===== src/rtl/lvds_video_pkg.sv =====
// Shared encodings for the LVDS video timing generator and its pattern source.
package lvds_video_pkg;

    typedef enum logic [1:0] {
        PAT_SOLID = 2'd0,
        PAT_BARS  = 2'd1,
        PAT_RAMP  = 2'd2,
        PAT_CHECK = 2'd3
    } pat_e;

    localparam logic [7:0] COLOR_ON  = 8'hFF;
    localparam logic [7:0] COLOR_OFF = 8'h00;
    localparam logic [2:0] BAR_LAST  = 3'd7;

    // Bar colour table as {R,G,B}: white, yellow, cyan, green, magenta, red, blue, black.
    function automatic logic [2:0] bar_color(input logic [2:0] idx);
        logic [2:0] c;
        c = 3'b000;
        case (idx)
            3'd0: c = 3'b111;
            3'd1: c = 3'b110;
            3'd2: c = 3'b011;
            3'd3: c = 3'b010;
            3'd4: c = 3'b101;
            3'd5: c = 3'b100;
            3'd6: c = 3'b001;
            3'd7: c = 3'b000;
            default: c = 3'b000;
        endcase
        return c;
    endfunction

endpackage


===== src/rtl/lvds_pattern_gen.sv =====
// Combinational test-pattern colour for the pixel currently addressed by the timing core.
module lvds_pattern_gen
    import lvds_video_pkg::*;
(
    input  pat_e       i_pat,
    input  logic [2:0] i_mask,      // {R,G,B} enables
    input  logic [7:0] i_h_lo,      // low byte of the horizontal count
    input  logic       i_v_b5,      // bit 5 of the vertical count
    input  logic [2:0] i_bar_idx,
    output logic [7:0] o_r,
    output logic [7:0] o_g,
    output logic [7:0] o_b
);

    logic [2:0]  w_bar_bits;
    logic        w_cell_on;
    logic [23:0] w_rgb;

    assign w_bar_bits = bar_color(i_bar_idx);
    assign w_cell_on  = i_h_lo[5] ^ i_v_b5;

    // Channel gi: 0 = blue, 1 = green, 2 = red (same order as mask and bar bits).
    for (genvar gi = 0; gi < 3; gi++) begin : g_chan
        logic [7:0] w_val;

        // Select this channel's level for the active pattern.
        always_comb begin
            w_val = COLOR_OFF;
            case (i_pat)
                PAT_SOLID: w_val = i_mask[gi] ? COLOR_ON : COLOR_OFF;
                PAT_BARS:  w_val = w_bar_bits[gi] ? COLOR_ON : COLOR_OFF;
                PAT_RAMP:  w_val = i_mask[gi] ? i_h_lo : COLOR_OFF;
                PAT_CHECK: w_val = (w_cell_on && i_mask[gi]) ? COLOR_ON : COLOR_OFF;
            endcase
        end

        assign w_rgb[gi*8 +: 8] = w_val;
    end

    assign {o_r, o_g, o_b} = w_rgb;

endmodule


===== src/rtl/lvds_video_timing_gen.sv =====
// Video timing core: pixel counters, sync/DE decode, switch synchronizers,
// per-frame mask/pattern latch and registered pixel outputs.
module lvds_video_timing_gen
    import lvds_video_pkg::*;
#(
    parameter int H_ACTIVE = 1024,
    parameter int H_FP     = 24,
    parameter int H_SYNC   = 136,
    parameter int H_BP     = 160,
    parameter int V_ACTIVE = 768,
    parameter int V_FP     = 3,
    parameter int V_SYNC   = 6,
    parameter int V_BP     = 29,
    parameter bit HS_POL   = 1'b0,
    parameter bit VS_POL   = 1'b0
) (
    input  logic       clk_in,
    input  logic       reset,
    input  logic       pix_ce,
    input  logic       enable,
    input  logic       red_switch,
    input  logic       green_switch,
    input  logic       blue_switch,
    input  logic [1:0] pattern_sel,
    output logic [7:0] pix_r,
    output logic [7:0] pix_g,
    output logic [7:0] pix_b,
    output logic       hsync,
    output logic       vsync,
    output logic       de,
    output logic       frame_start
);

    localparam int H_TOTAL = H_ACTIVE + H_FP + H_SYNC + H_BP;
    localparam int V_TOTAL = V_ACTIVE + V_FP + V_SYNC + V_BP;
    // Counters are at least 8 / 6 bits wide so the ramp byte and checker bit always exist.
    localparam int HW    = ($clog2(H_TOTAL) > 8) ? $clog2(H_TOTAL) : 8;
    localparam int VW    = ($clog2(V_TOTAL) > 6) ? $clog2(V_TOTAL) : 6;
    localparam int BAR_W = H_ACTIVE / 8;
    localparam int BW    = (BAR_W > 1) ? $clog2(BAR_W) : 1;

    localparam logic [HW-1:0] L_H_LAST   = HW'(H_TOTAL - 1);
    localparam logic [HW-1:0] L_H_ACT    = HW'(H_ACTIVE);
    localparam logic [HW-1:0] L_HS_BEG   = HW'(H_ACTIVE + H_FP);
    localparam logic [HW-1:0] L_HS_END   = HW'(H_ACTIVE + H_FP + H_SYNC);
    localparam logic [VW-1:0] L_V_LAST   = VW'(V_TOTAL - 1);
    localparam logic [VW-1:0] L_V_ACT    = VW'(V_ACTIVE);
    localparam logic [VW-1:0] L_VS_BEG   = VW'(V_ACTIVE + V_FP);
    localparam logic [VW-1:0] L_VS_END   = VW'(V_ACTIVE + V_FP + V_SYNC);
    localparam logic [BW-1:0] L_BAR_LAST = BW'(BAR_W - 1);

    logic [4:0]    r_sync1, r_sync2;   // {pattern_sel, R, G, B}
    logic [HW-1:0] r_h;
    logic [VW-1:0] r_v;
    logic [BW-1:0] r_bar_pos;
    logic [2:0]    r_bar_idx;
    logic [2:0]    r_mask;
    pat_e          r_pat;
    logic [7:0]    r_r, r_g, r_b;
    logic          r_hs, r_vs, r_de, r_fs;

    logic [4:0] w_async_in;
    logic       w_first, w_de, w_hs_act, w_vs_act;
    logic [2:0] w_mask;
    pat_e       w_pat;
    logic [7:0] w_r, w_g, w_b;

    assign w_async_in = {pattern_sel, red_switch, green_switch, blue_switch};
    assign w_first    = (r_h == '0) && (r_v == '0);
    assign w_de       = (r_h < L_H_ACT) && (r_v < L_V_ACT);
    assign w_hs_act   = (r_h >= L_HS_BEG) && (r_h < L_HS_END);
    assign w_vs_act   = (r_v >= L_VS_BEG) && (r_v < L_VS_END);
    // Pixel (0,0) already uses the values being latched, so the whole frame is consistent.
    assign w_mask     = w_first ? r_sync2[2:0] : r_mask;
    assign w_pat      = w_first ? pat_e'(r_sync2[4:3]) : r_pat;

    // Two-flop synchronizers for the asynchronous panel switches and pattern select.
    always_ff @(posedge clk_in or negedge reset) begin
        if (!reset) begin
            r_sync1 <= '0;
            r_sync2 <= '0;
        end else begin
            r_sync1 <= w_async_in;
            r_sync2 <= r_sync1;
        end
    end

    // Pixel/line counters plus the bar sub-counter that stands in for h / BAR_W.
    always_ff @(posedge clk_in or negedge reset) begin
        if (!reset) begin
            r_h       <= '0;
            r_v       <= '0;
            r_bar_pos <= '0;
            r_bar_idx <= '0;
        end else if (pix_ce) begin
            if (!enable) begin
                r_h       <= '0;
                r_v       <= '0;
                r_bar_pos <= '0;
                r_bar_idx <= '0;
            end else if (r_h == L_H_LAST) begin
                r_h       <= '0;
                r_v       <= (r_v == L_V_LAST) ? '0 : r_v + 1'b1;
                r_bar_pos <= '0;
                r_bar_idx <= '0;
            end else begin
                r_h <= r_h + 1'b1;
                if (r_bar_pos == L_BAR_LAST) begin
                    r_bar_pos <= '0;
                    if (r_bar_idx != BAR_LAST)
                        r_bar_idx <= r_bar_idx + 3'd1;
                end else begin
                    r_bar_pos <= r_bar_pos + 1'b1;
                end
            end
        end
    end

    // Frame latch: mask and pattern change only at pixel (0,0).
    always_ff @(posedge clk_in or negedge reset) begin
        if (!reset) begin
            r_mask <= '0;
            r_pat  <= PAT_SOLID;
        end else if (pix_ce && enable && w_first) begin
            r_mask <= w_mask;
            r_pat  <= w_pat;
        end
    end

    lvds_pattern_gen u_pattern (
        .i_pat     (w_pat),
        .i_mask    (w_mask),
        .i_h_lo    (r_h[7:0]),
        .i_v_b5    (r_v[5]),
        .i_bar_idx (r_bar_idx),
        .o_r       (w_r),
        .o_g       (w_g),
        .o_b       (w_b)
    );

    // Registered pixel outputs; idle while disabled, blank outside the active area.
    always_ff @(posedge clk_in or negedge reset) begin
        if (!reset) begin
            r_r  <= COLOR_OFF;
            r_g  <= COLOR_OFF;
            r_b  <= COLOR_OFF;
            r_de <= 1'b0;
            r_fs <= 1'b0;
            r_hs <= ~HS_POL;
            r_vs <= ~VS_POL;
        end else if (pix_ce) begin
            if (!enable) begin
                r_r  <= COLOR_OFF;
                r_g  <= COLOR_OFF;
                r_b  <= COLOR_OFF;
                r_de <= 1'b0;
                r_fs <= 1'b0;
                r_hs <= ~HS_POL;
                r_vs <= ~VS_POL;
            end else begin
                r_r  <= w_de ? w_r : COLOR_OFF;
                r_g  <= w_de ? w_g : COLOR_OFF;
                r_b  <= w_de ? w_b : COLOR_OFF;
                r_de <= w_de;
                r_fs <= w_first;
                r_hs <= w_hs_act ? HS_POL : ~HS_POL;
                r_vs <= w_vs_act ? VS_POL : ~VS_POL;
            end
        end
    end

    assign pix_r       = r_r;
    assign pix_g       = r_g;
    assign pix_b       = r_b;
    assign de          = r_de;
    assign hsync       = r_hs;
    assign vsync       = r_vs;
    assign frame_start = r_fs;

endmodule

===== config.mk =====
export PLATFORM = sky130hd
export DESIGN_NAME = lvds_video_timing_gen
export DESIGN_NICKNAME = d
export VERILOG_FILES = /design/src/rtl/lvds_video_pkg.sv /design/src/rtl/lvds_pattern_gen.sv /design/src/rtl/lvds_video_timing_gen.sv
export SDC_FILE = /design/constraint.sdc
export NUM_CORES = 1
export LEC_CHECK = 0
export CAP_MARGIN = 30
export CORE_MARGIN = 4
export CORE_UTILIZATION = 51
export CTS_CLUSTER_DIAMETER = 200
export DETAILED_ROUTE_END_ITERATION = 6
export PLACE_DENSITY = 0.83
export SLEW_MARGIN = 20
export SYNTH_ARGS = -nofsm -noshare
export SYNTH_HDL_FRONTEND = slang
export SYNTH_HIERARCHICAL = 1
export SYNTH_SLANG_ARGS = --single-unit

===== constraint.sdc =====
create_clock -name clk_in -period 2.9 [get_ports clk_in]
set_input_delay 0.58 -clock clk_in [delete_from_list [all_inputs] [get_ports clk_in]]
set_output_delay 0.58 -clock clk_in [all_outputs]
set_load 0.05 [all_outputs]

=== Yosys cells after proc, flatten, opt, wreduce, memory -nomap -nowiden ===
Memories as Yosys holds them, arrays and structs flattened.
Cells that the tools add are included.

* Order comparisons: 6
* Add/subtract/negate cells: 4
* Mux-type cells: 41
* Reductions and logical operators: 14
* Equal/unequal tests: 10
* Bitwise gates (word level): 1

{| class="wikitable"
|+ Operator list
! kind !! count
|-
| 2-to-1 mux 8 bit || 18
|-
| one-hot mux 8 bit (4 select lines) || 3
|-
| 2-to-1 mux 10 bit || 3
|-
| < comparator 11 bit (second input constant) || 2
|-
| 2-to-1 mux 11 bit || 2
|-
| 2-to-1 mux 7 bit || 3
|-
| < comparator 10 bit (second input constant) || 2
|-
| 2-to-1 mux 3 bit || 5
|-
| adder 11 x 1 -> 11 bit (second input constant) || 1
|-
| == test 11 bit (second input constant) || 1
|-
| greater-or-equal comparator 11 bit (second input constant) || 1
|-
| logical NOT 11 bit || 1
|-
| adder 10 x 1 -> 10 bit (second input constant) || 1
|-
| == test 10 bit (second input constant) || 1
|-
| greater-or-equal comparator 10 bit (second input constant) || 1
|-
| logical NOT 10 bit || 1
|-
| logical AND 1 bit || 9
|-
| adder 7 x 1 -> 7 bit (second input constant) || 1
|-
| == test 7 bit (second input constant) || 1
|-
| 2-to-1 mux 1 bit || 6
|-
| inequality test 3 x 1 -> 1 bit (second input constant) || 2
|-
| == test 2 bit (second input constant) || 2
|-
| adder 3 x 1 -> 3 bit (second input constant) || 1
|-
| inequality test 3 bit (second input constant) || 1
|-
| other kinds (7) || 7
|}

* Word-level logic and storage cells: 92
* Bits in registers: 74
* Input port bits: 9
* Memories kept: 1
* Memory bits (read-only): 24

{| class="wikitable"
|+ Memory list
! memory !! words !! bits a word !! rd ports !! clocked after memory_dff !! write ports !! RTL line !! source
|-
| (no name shown) || 8 || 3 || 1 || 0 || 0 || lvds_video_pkg.sv:19 || <nowiki>case (idx)</nowiki>
|}

=== Logic depth before layout (Yosys ltp) ===
Gate-level depths: netlist (run 1).

* Depth in word-level cells: 8
* Depth in mapped cells: 11
* Depth with buffers taken out: 10

=== Modules after synthesis ===
The synthesis (run 1) kept the hierarchy.

{| class="wikitable"
|+ Modules (own cells, without submodules)
! module !! instances !! cells each !! area each (µm²)
|-
| lvds_video_timing_gen || 1 || 294 || 3321.9
|-
| lvds_pattern_gen || 1 || 63 || 349.1
|}

=== Worst setup path before layout (run 1) ===
No wires, ideal clock.

* Path type: reg-to-reg
* From: register r_h[0]
* To: register r_b[0], in the netlist pix_b[0]
* Data arrival time: 2.639 ns
* Required time: 2.779 ns
* Setup slack: 0.140 ns
* Stages on the path, launching flop included: 11
* Setup time: 0.121 ns
* Cell sequence: dfrtp_1 -> inv_1 -> ha_1 -> nor4b_1 -> nand2_1 -> nor3_1 -> mux2_2 -> or2b_4 -> a2bb2oi_2 -> nand3_1 -> a22o_1

{| class="wikitable"
|+ RTL lines
! item !! RTL line !! source
|-
| start: declaration || lvds_video_timing_gen.sv:53 || <nowiki>logic [HW-1:0] r_h;</nowiki>
|-
| start signal: assignment || lvds_video_timing_gen.sv:107 || <nowiki>r_h <= r_h + 1'b1;</nowiki>
|-
| logical NOT 11 bit * || lvds_video_timing_gen.sv:69 || <nowiki>assign w_first = (r_h == '0) && (r_v == '0);</nowiki>
|-
| logical AND 1 bit * || lvds_video_timing_gen.sv:69 ||
|-
| 2-to-1 mux 2 bit * || lvds_video_timing_gen.sv:75 || <nowiki>assign w_pat = w_first ? pat_e'(r_sync2[4:3]) : r_pat;</nowiki>
|-
| named net w_pat[0] || lvds_video_timing_gen.sv:65 || <nowiki>pat_e w_pat;</nowiki>
|-
| == test 2 bit (tied with other cells) || lvds_pattern_gen.sv:29 || <nowiki>case (i_pat)</nowiki>
|-
| one-hot mux 8 bit (4 select lines) * || lvds_pattern_gen.sv:29 ||
|-
| named net w_b[0] || lvds_video_timing_gen.sv:66 || <nowiki>logic [7:0] w_r, w_g, w_b;</nowiki>
|-
| 2-to-1 mux 8 bit * || lvds_video_timing_gen.sv:163 || <nowiki>r_b <= w_de ? w_b : COLOR_OFF;</nowiki>
|-
| 2-to-1 mux 8 bit * || lvds_video_timing_gen.sv:152 || <nowiki>if (!enable) begin</nowiki>
|-
| end signal: assignment || lvds_video_timing_gen.sv:163 ||
|-
| end: declaration || lvds_video_timing_gen.sv:59 || <nowiki>logic [7:0] r_r, r_g, r_b;</nowiki>
|}

The timed path passes the listed nets; every way through them passes the cells marked *.
A chain may end at the register's enable or synchronous reset.

=== Final worst setup path (run 1) ===
* From: register r_h[0]
* To: register r_r[2], in the netlist pix_r[2]

{| class="wikitable"
|+ RTL lines
! item !! RTL line !! source
|-
| logical NOT 11 bit * || lvds_video_timing_gen.sv:69 ||
|-
| logical AND 1 bit * || lvds_video_timing_gen.sv:69 ||
|-
| 2-to-1 mux 2 bit * || lvds_video_timing_gen.sv:75 ||
|-
| named net w_pat[0] || lvds_video_timing_gen.sv:65 ||
|-
| == test 2 bit (tied with other cells) || lvds_pattern_gen.sv:29 ||
|-
| one-hot mux 8 bit (4 select lines) * || lvds_pattern_gen.sv:29 ||
|-
| named net w_r[2] || lvds_video_timing_gen.sv:66 ||
|-
| 2-to-1 mux 8 bit * || lvds_video_timing_gen.sv:161 || <nowiki>r_r <= w_de ? w_r : COLOR_OFF;</nowiki>
|-
| 2-to-1 mux 8 bit * || lvds_video_timing_gen.sv:152 ||
|-
| end signal: assignment || lvds_video_timing_gen.sv:161 ||
|-
| end: declaration || lvds_video_timing_gen.sv:59 ||
|}

Marks and branches as above.

==> metrics.csv, run 1 <==
metric,value,unit
status,"finished, final reports clean",
"Slew Viols, Final",0,
Placed Cells incl. Taps,491,
largest net degree at the start of global routing,75,
layout cells sized above 1,14.3,%
#FFs+latches synth,74,
commonest cells in the netlist,"72 x dfrtp_1, 41 x nand2_1, 41 x nand3_1",
Worst R2R Start,r_h[0],
# fillers,570,
sequential share of the synthesized area,50.5,%
GRT Overall Usage,20.8,%
PD cells,789,nW/µm²
final setup fails,0,
vias per cell,5.92,
clock root buffer,clkbuf_8,
FP Rows,30,
Area Overhead vs Synth,21.2,%
Rel. slew slack,53.4,%
"setup slack, reg-to-reg",0.13,ns
CTS tree,done,
worst slew pin tran,0.696,ns
Lkg Pwr,2.01,nW
CP arrival,3.01,ns
critical path type,reg -> reg,
count of flip-flops with a built-in enable after synthesis,0,
WL final,8320,µm
Hold Buf Count CTS,0,
crit-path max FO,8,
Non-Filler Instances,508,
FF-to-FF End,pix_r[2],
register area,1850,µm²
Mapped Cells,357,
WL/cell,16.4,µm
first-pass GRT wire length,14100,µm
final core occ,64.4,%
Final Wtd Congestion,0.846,
initial core utilization,53.2,%
most frequent cell after synthesis,dfrtp_1,
Peak VDD IR,0.318,mV
fmax,0.361,GHz
First-pass DRT Iterations,6,
final period utilization,95.5,%
fraction of registers with async set or reset after synthesis,100,%
skew final,0.0130,ns
Synth area leaders,"dfrtp_1 49%, a22o_1 6.2%, nand3_1 5.6%, nand2_1 4.2%, ha_1 3.1%",
Max Root-Sink Buffers,2,
Post-synth top flop,dfrtp_1,
Yosys warnings,6,
overall power,0.00351,W
Hold Path Class,in -> async,
1st-iter DRT viols,324,
core area,6910,µm²
Vias,3006,
syn_area_per_cell,10.3,µm²
Worst R2R Path Depth,10,
I/O Buffers,36,
drc violations,0,
slowest CP cell,mux2_2,
Inserted Clock Buffers,9,
Clock transition at path regs,0.09,ns
Clock Sinks,74,
synthesized area,3670,µm²
Final #Nets,425,
Synth Net Count,375,
max_cap viols,0,
Synth cell types,49,
ANT nets after route,0,
CP cell instances,inv_1 > ha_1 > nor4b_1 > nand2_1 > nor3_1 > mux2_2 > or2b_4 > a2bb2oi_2 > nand3_1 > a22o_1,
hold violation total from the final report,0,
CP Data Required Time,3.15,ns
vias in the first global route,2844,
largest stage delay on the critical path,0.45,ns
DP HPWL,5700,µm
CP Capture Type,flip-flop,
setup TNS,0,ns
io pins,37,
initial antenna violation count,0,
worst skew pair latency,0.35,ns
area of the multi-input gates,1700,µm²
n_diodes,0,
Tmin final,2.77,ns
top-area cell type share of the netlist area,49.1,%
die area,8620,µm²
die height,92.8,µm
Post-CTS Setup Inserts,0,
CP Launch Type,flip-flop,
total gr overflow,0,
RSZ-0062 raised after global routing,true,
Synth area leader,dfrtp_1,
die width,92.8,µm
H-tree lvl count,3,
layout make-up:
type                    count  share of cell area (%)
multi-input cells         251                    38.3
repair buffers             57                    11.8
well taps                  96                    2.70
inverters                  14                    1.18
clock buffers              11                    2.95
flip-flops and latches     74                    41.7
clock inverters             5                    1.43
layout by cell type (no fill, tap or decap), drive strengths merged, types with 9 or more instances in the layout:
master         count
clkbuf            11
o21ai             10
nor2              20
nand4              9
nand2             41
mux2              10
a22o              26
dfrtp             72
nand3             41
inv               15
buf               22
ha                 9
clkdlybuf4s50     35
repair_timing:
| item | in CTS | in global routing |
|---|---|---|
| hold endpoints to repair | 0 | 0 |
| resized for setup | 0 | 2 |
| setup endpoints to repair | 0 | 19 |
per-stage QoR:
| stage | cell area (µm²) | hold slack (ns) | setup slack, ns |
|---|---|---|---|
| 3_3_place_gp | 4220 | 0.332 | 0.239 |
| 5_1_grt | 4450 | 0.279 | -0.0592 |
| 4_1_cts | 4420 | 0.356 | 0.151 |
| 2_1_floorplan | 3670 | 0.284 | 0.140 |
| 3_5_place_dp | 4220 | 0.338 | 0.178 |
| 6_report | 4450 | 0.245 | 0.131 |
power breakdown:
part / switching, W / internal, W / leakage (nW) / total [W]
Combinational: 0.000871 / 0.000538 / 0.946 / 0.00141
Clock: 0.000391 / 0.000404 / 0.0941 / 0.000795
Sequential: 0.000102 / 0.00121 / 0.969 / 0.00131
Total: 0.00136 / 0.00215 / 2.01 / 0.00351
worst max path at each step:
stage | startpoint | endpoint | slack, ns | cells after the start
floorplan | r_h[0] | pix_b[0] | 0.14 | 10
global placement | r_h[0] | pix_r[4] | 0.24 | 10
detailed placement | r_h[0] | pix_r[2] | 0.18 | 10
CTS | r_h[0] | pix_g[6] | 0.15 | 10
global route | r_h[0] | pix_r[0] | -0.06 | 10
finish | r_h[0] | pix_r[2] | 0.13 | 10
cell families (layout without fill, tap and decap cells):
kind of cell | Yosys count | count (layout) | share of synthesized area [%]
AND/OR/NAND/NOR | 148 | 148 | 21.0
flip-flops | 74 | 74 | 50.5
AO/OA/AOI/OAI | 69 | 69 | 14.8
buffers and inverters | 32 | 87 | 3.61
multiplexers | 14 | 14 | 4.16
XOR/XNOR | 11 | 11 | 2.83
adder cells (fa/ha/maj) | 9 | 9 | 3.07
critical path, delay by kind of cell, from the launching register on:
| kind | cells | cell delay [ns] |
|---|---|---|
| AO/OA/AOI/OAI | 2 | 0.54 |
| adder cells (fa/ha/maj) | 1 | 0.16 |
| buffers and inverters | 1 | 0.10 |
| flip-flops | 1 | 0.38 |
| multiplexers | 1 | 0.45 |
| AND/OR/NAND/NOR | 5 | 1.05 |
routing by layer:
layer / up-vias / wire length (µm) / GRT usage [%]
met4: 0 / 133 / 9.77
li1: 1406 / - / -
met2: 128 / 3970 / 31.9
met3: 16 / 579 / 3.74
met1: 1456 / 3640 / 28.6
met5: - / 0 / 0
flip-flops by register name, indices dropped and copies added, names as in the netlist, 2 cells and up:
name,count
pix_r,8
r_bar_pos,7
pix_g,8
r_bar_idx,3
pix_b,8
r_sync2,5
r_pat,2
r_mask,3
r_h,11
r_v,10
r_sync1,5
Note: power is estimated with default switching activity, not from simulation.
==> inputs of run 2 (changes only) <==
--- a/config.mk
+++ b/config.mk
@@ -6,13 +6,14 @@
 export NUM_CORES = 1
 export LEC_CHECK = 0
 export CAP_MARGIN = 30
+export CELL_PAD_IN_SITES_DETAIL_PLACEMENT = 1
+export CELL_PAD_IN_SITES_GLOBAL_PLACEMENT = 2
 export CORE_MARGIN = 4
-export CORE_UTILIZATION = 51
+export CORE_UTILIZATION = 33
 export CTS_CLUSTER_DIAMETER = 200
 export DETAILED_ROUTE_END_ITERATION = 6
 export PLACE_DENSITY = 0.83
 export SLEW_MARGIN = 20
 export SYNTH_ARGS = -nofsm -noshare
 export SYNTH_HDL_FRONTEND = slang
-export SYNTH_HIERARCHICAL = 1
 export SYNTH_SLANG_ARGS = --single-unit
==> run 2 against run 1 <==
  * Combinational power down 6%
  * Non-clock buffer count decreased by 10
  * Design area down 2.0%
  * Area after synthesis down 0.99%
  * Largest power group is now registers
  * Synthesized cell count rose by 1.1%
  * Core utilization down 24 points
  * Register-to-register slack gained 0.31 ns
  * Power increased by 1.1%
==> metrics.csv, run 2 <==
metric,value,unit,change
Synth area leader,dfrtp_1,,
CP Capture Type,flip-flop,,
Rel. slew slack,59.8,%,+6.4 points
Int Power,0.00209,W,-2.7%
hold violation total from the final report,0,,unchanged
skew final,0.00832,ns,-0.00473 ns
Final Wtd Congestion,0.746,,-12%
H-tree lvl count,3,,unchanged
Max Root-Sink Buffers,2,,unchanged
First-pass DRT Iterations,4,,-2
sequential share of the synthesized area,51.0,%,+0.50 points
Hold Buf Count CTS,0,,unchanged
RSZ-0062 raised after global routing,false,,
clock root buffer,clkbuf_8,,
Clock Sinks,74,,unchanged
fmax,0.406,GHz,+12%
Clock transition at path regs,0.08,ns,about the same
fraction of registers with async set or reset after synthesis,100,%,unchanged
CTS tree,done,,
CP arrival,2.70,ns,-0.31 ns
syn_area_per_cell,10.1,µm²,-2.1%
I/O Buffers,36,,unchanged
ANT nets after route,0,,unchanged
total gr overflow,0,,unchanged
count of flip-flops with a built-in enable after synthesis,0,,unchanged
Final #Nets,415,,-2.4%
initial antenna violation count,0,,unchanged
Synth Net Count,379,,+1.1%
status,"finished, final reports clean",,
die height,113,µm,+22%
Crit. Startpoint,r_h[1],,
Hold Path Class,in -> async,,
Lkg Pwr,1.88,nW,-6.5%
die area,12800,µm²,+48%
synthesized area,3630,µm²,-0.99%
crit-path max FO,9,,+1
clock network power share,23.0,%,+0.3 points
vias in the first global route,3110,,+9.4%
#FFs+latches synth,74,,unchanged
most frequent cell after synthesis,dfrtp_1,,
Synth cell types,45,,-8.2%
initial core utilization,33.7,%,-19 points
Yosys warnings,0,,-6
setup TNS,0,ns,unchanged
CP Data Required Time,3.14,ns,about the same
1st-iter DRT viols,182,,-44%
Vias,2906,,-3.3%
sequential share of power,39.8,%,+2.6 points
Synth area leaders,"dfrtp_1 50%, o2bb2ai_1 6.0%, a21oi_1 4.7%, nand2_1 3.7%, o21ai_0 3.3%",,
drc violations,0,,unchanged
final period utilization,85.0,%,-11 points
GRT Overall Usage,15.5,%,-5.3 points
top-area cell type share of the netlist area,49.6,%,+0.49 points
CP cell instances,ha_1 > nand3_1 > or2_2 > o21ai_0 > nand2_1 > o21ai_0 > o31ai_1,,
final core occ,40.4,%,-24 points
critical path type,reg -> reg,,
Biggest register,r_h,,
Area Overhead vs Synth,20.0,%,
Tmin final,2.46,ns,-0.306 ns
Worst R2R Start,r_h[1],,
n_diodes,0,,unchanged
Psw,0.00146,W,+7.0%
"Slew Viols, Final",0,,unchanged
WP buf/inv,0,,-1
cell mode on critical path,o21ai_0,,
largest stage delay on the critical path,0.49,ns,+0.04 ns
max_cap viols,0,,unchanged
Top Registers,"r_h: 11 flops, r_v: 10 flops",,
Post-CTS Setup Inserts,0,,unchanged
overall power,0.00355,W,+1.1%
"most common cell after layout, fill and taps aside",dfrtp_1,,
most frequent cells in the layout,"72 x dfrtp_1, 36 x nand2_1, 35 x clkdlybuf4s50_1",,
PD cells,813,nW/µm²,+3.1%
Net Sw Frac,41.1,%,+2.3 points
first-pass GRT wire length,16000,µm,+13%
worst skew pair latency,0.37,ns,+0.02 ns
vias per cell,5.36,,-9.4%
Post-synth top flop,dfrtp_1,,
CP Launch Type,flip-flop,,
die width,113,µm,+22%
Comb power frac,37.2,%,-2.9 points
layout cells sized above 1,10.7,%,-3.6 points
DP HPWL,6510,µm,+14%
worst slack at placement,0.393,ns,+0.214 ns
"delay-heaviest family, CP",simple AND/OR/NAND/NOR gates,,
largest net degree at the start of global routing,75,,unchanged
Inserted Clock Buffers,9,,unchanged
core area,10800,µm²,+56%
worst slew pin tran,0.600,ns,-0.0965 ns
Peak VDD IR,0.504,mV,+59%
final setup fails,0,,unchanged
io pins,37,,unchanged
Non-Filler Instances,542,,+6.7%
WL/cell,17.4,µm,+6.0%
Placed Cells incl. Taps,525,,+6.9%
post-cts sizing count,0,,unchanged
WL final,9400,µm,+13%
fin worst setup slack,0.436,ns,+0.306 ns
Mapped Cells,361,,+1.1%
max reg flops,11,,unchanged
FP Rows,38,,+27%
commonest cells in the netlist,"72 x dfrtp_1, 36 x nand2_1, 34 x a21oi_1",,
slowest CP cell,dfrtp_1,,
## run 2: changes by cell type after synthesis, moves of 5 or more
| cell | delta |
|---|---|
| mux2i_1 | +5 |
| nor2b_1 | +5 |
| o21ai_0 | +14 |
| a21oi_1 | +30 |
| a22o_1 | -25 |
| nand2_1 | -5 |
| mux2_2 | -5 |
| nand3_1 | -30 |
| o2bb2ai_1 | +25 |
## run 2: per-layer routing
metal	GRT usage [%]	up-vias	part of all wire [%]
li1	-	1373	-
met1	20.4	1486	46
met2	25.4	36	50
met3	2.03	11	2.1
met4	7.13	0	2.0
met5	0	-	0
## run 2: worst reg2reg max path, stage by stage, from the launching register on
cell	delay [ns]
dfrtp_1	0.49
ha_1	0.27
nand3_1	0.13
or2_2	0.37
o21ai_0	0.43
nand2_1	0.30
o21ai_0	0.26
o31ai_1	0.10
## run 2: cells by family (layout without fill, tap and decap cells)
| logic type | after synthesis | in the layout | share of synthesized area [%] |
|---|---|---|---|
| XOR/XNOR | 9 | 9 | 2.17 |
| AND/OR/NAND/NOR | 115 | 115 | 16.6 |
| flip-flops | 74 | 74 | 51.0 |
| adder cells (fa/ha/maj) | 9 | 9 | 3.10 |
| AO/OA/AOI/OAI | 107 | 107 | 19.1 |
| multiplexers | 14 | 14 | 4.03 |
| buffers and inverters | 33 | 74 | 3.96 |
## run 2: layout make-up
class	count	area (µm²)
clock buffer	10	128
clock inverter	6	67.6
fill	1226	6430
inverter	11	41.3
multi-input combinational	254	1640
sequential	74	1850
tap	140	175
timing repair buffer	47	460
## run 2: power groups by stage
stage / registers [W] / clock network [W] / logic [W]
6_report: 0.00141 / 0.000816 / 0.00132
4_1_cts: 0.00141 / 0.000833 / 0.00133
3_5_place_dp: 0.00143 / 0 / 0.00132
2_1_floorplan: 0.00177 / 0 / 0.000499
5_1_grt: 0.00145 / 0.000881 / 0.00142
3_3_place_gp: 0.00142 / 0 / 0.00130
## run 2: final timing paths
| path | end | slack, ns | cells past startpoint |
|---|---|---|---|
| setup / recovery | r_v[7] | 0.44 | 7 |
| max in group asynchronous | vsync | 2.17 | 2 |
| hold / removal | pix_b[3] | 0.11 | 1 |
| hold reg to reg | r_sync2[3] | 0.35 | 0 |
| setup reg to reg | r_v[7] | 0.44 | 7 |
| min in group clk_in | r_sync2[3] | 0.35 | 0 |
## run 2: through the flow
stage | hold WS [ns] | instance area, µm²
CTS | 0.355 | 4340
floorplan | 0.284 | 3630
detailed placement | 0.336 | 4140
global route | 0.123 | 4360
global placement | 0.332 | 4140
finish | 0.113 | 4360
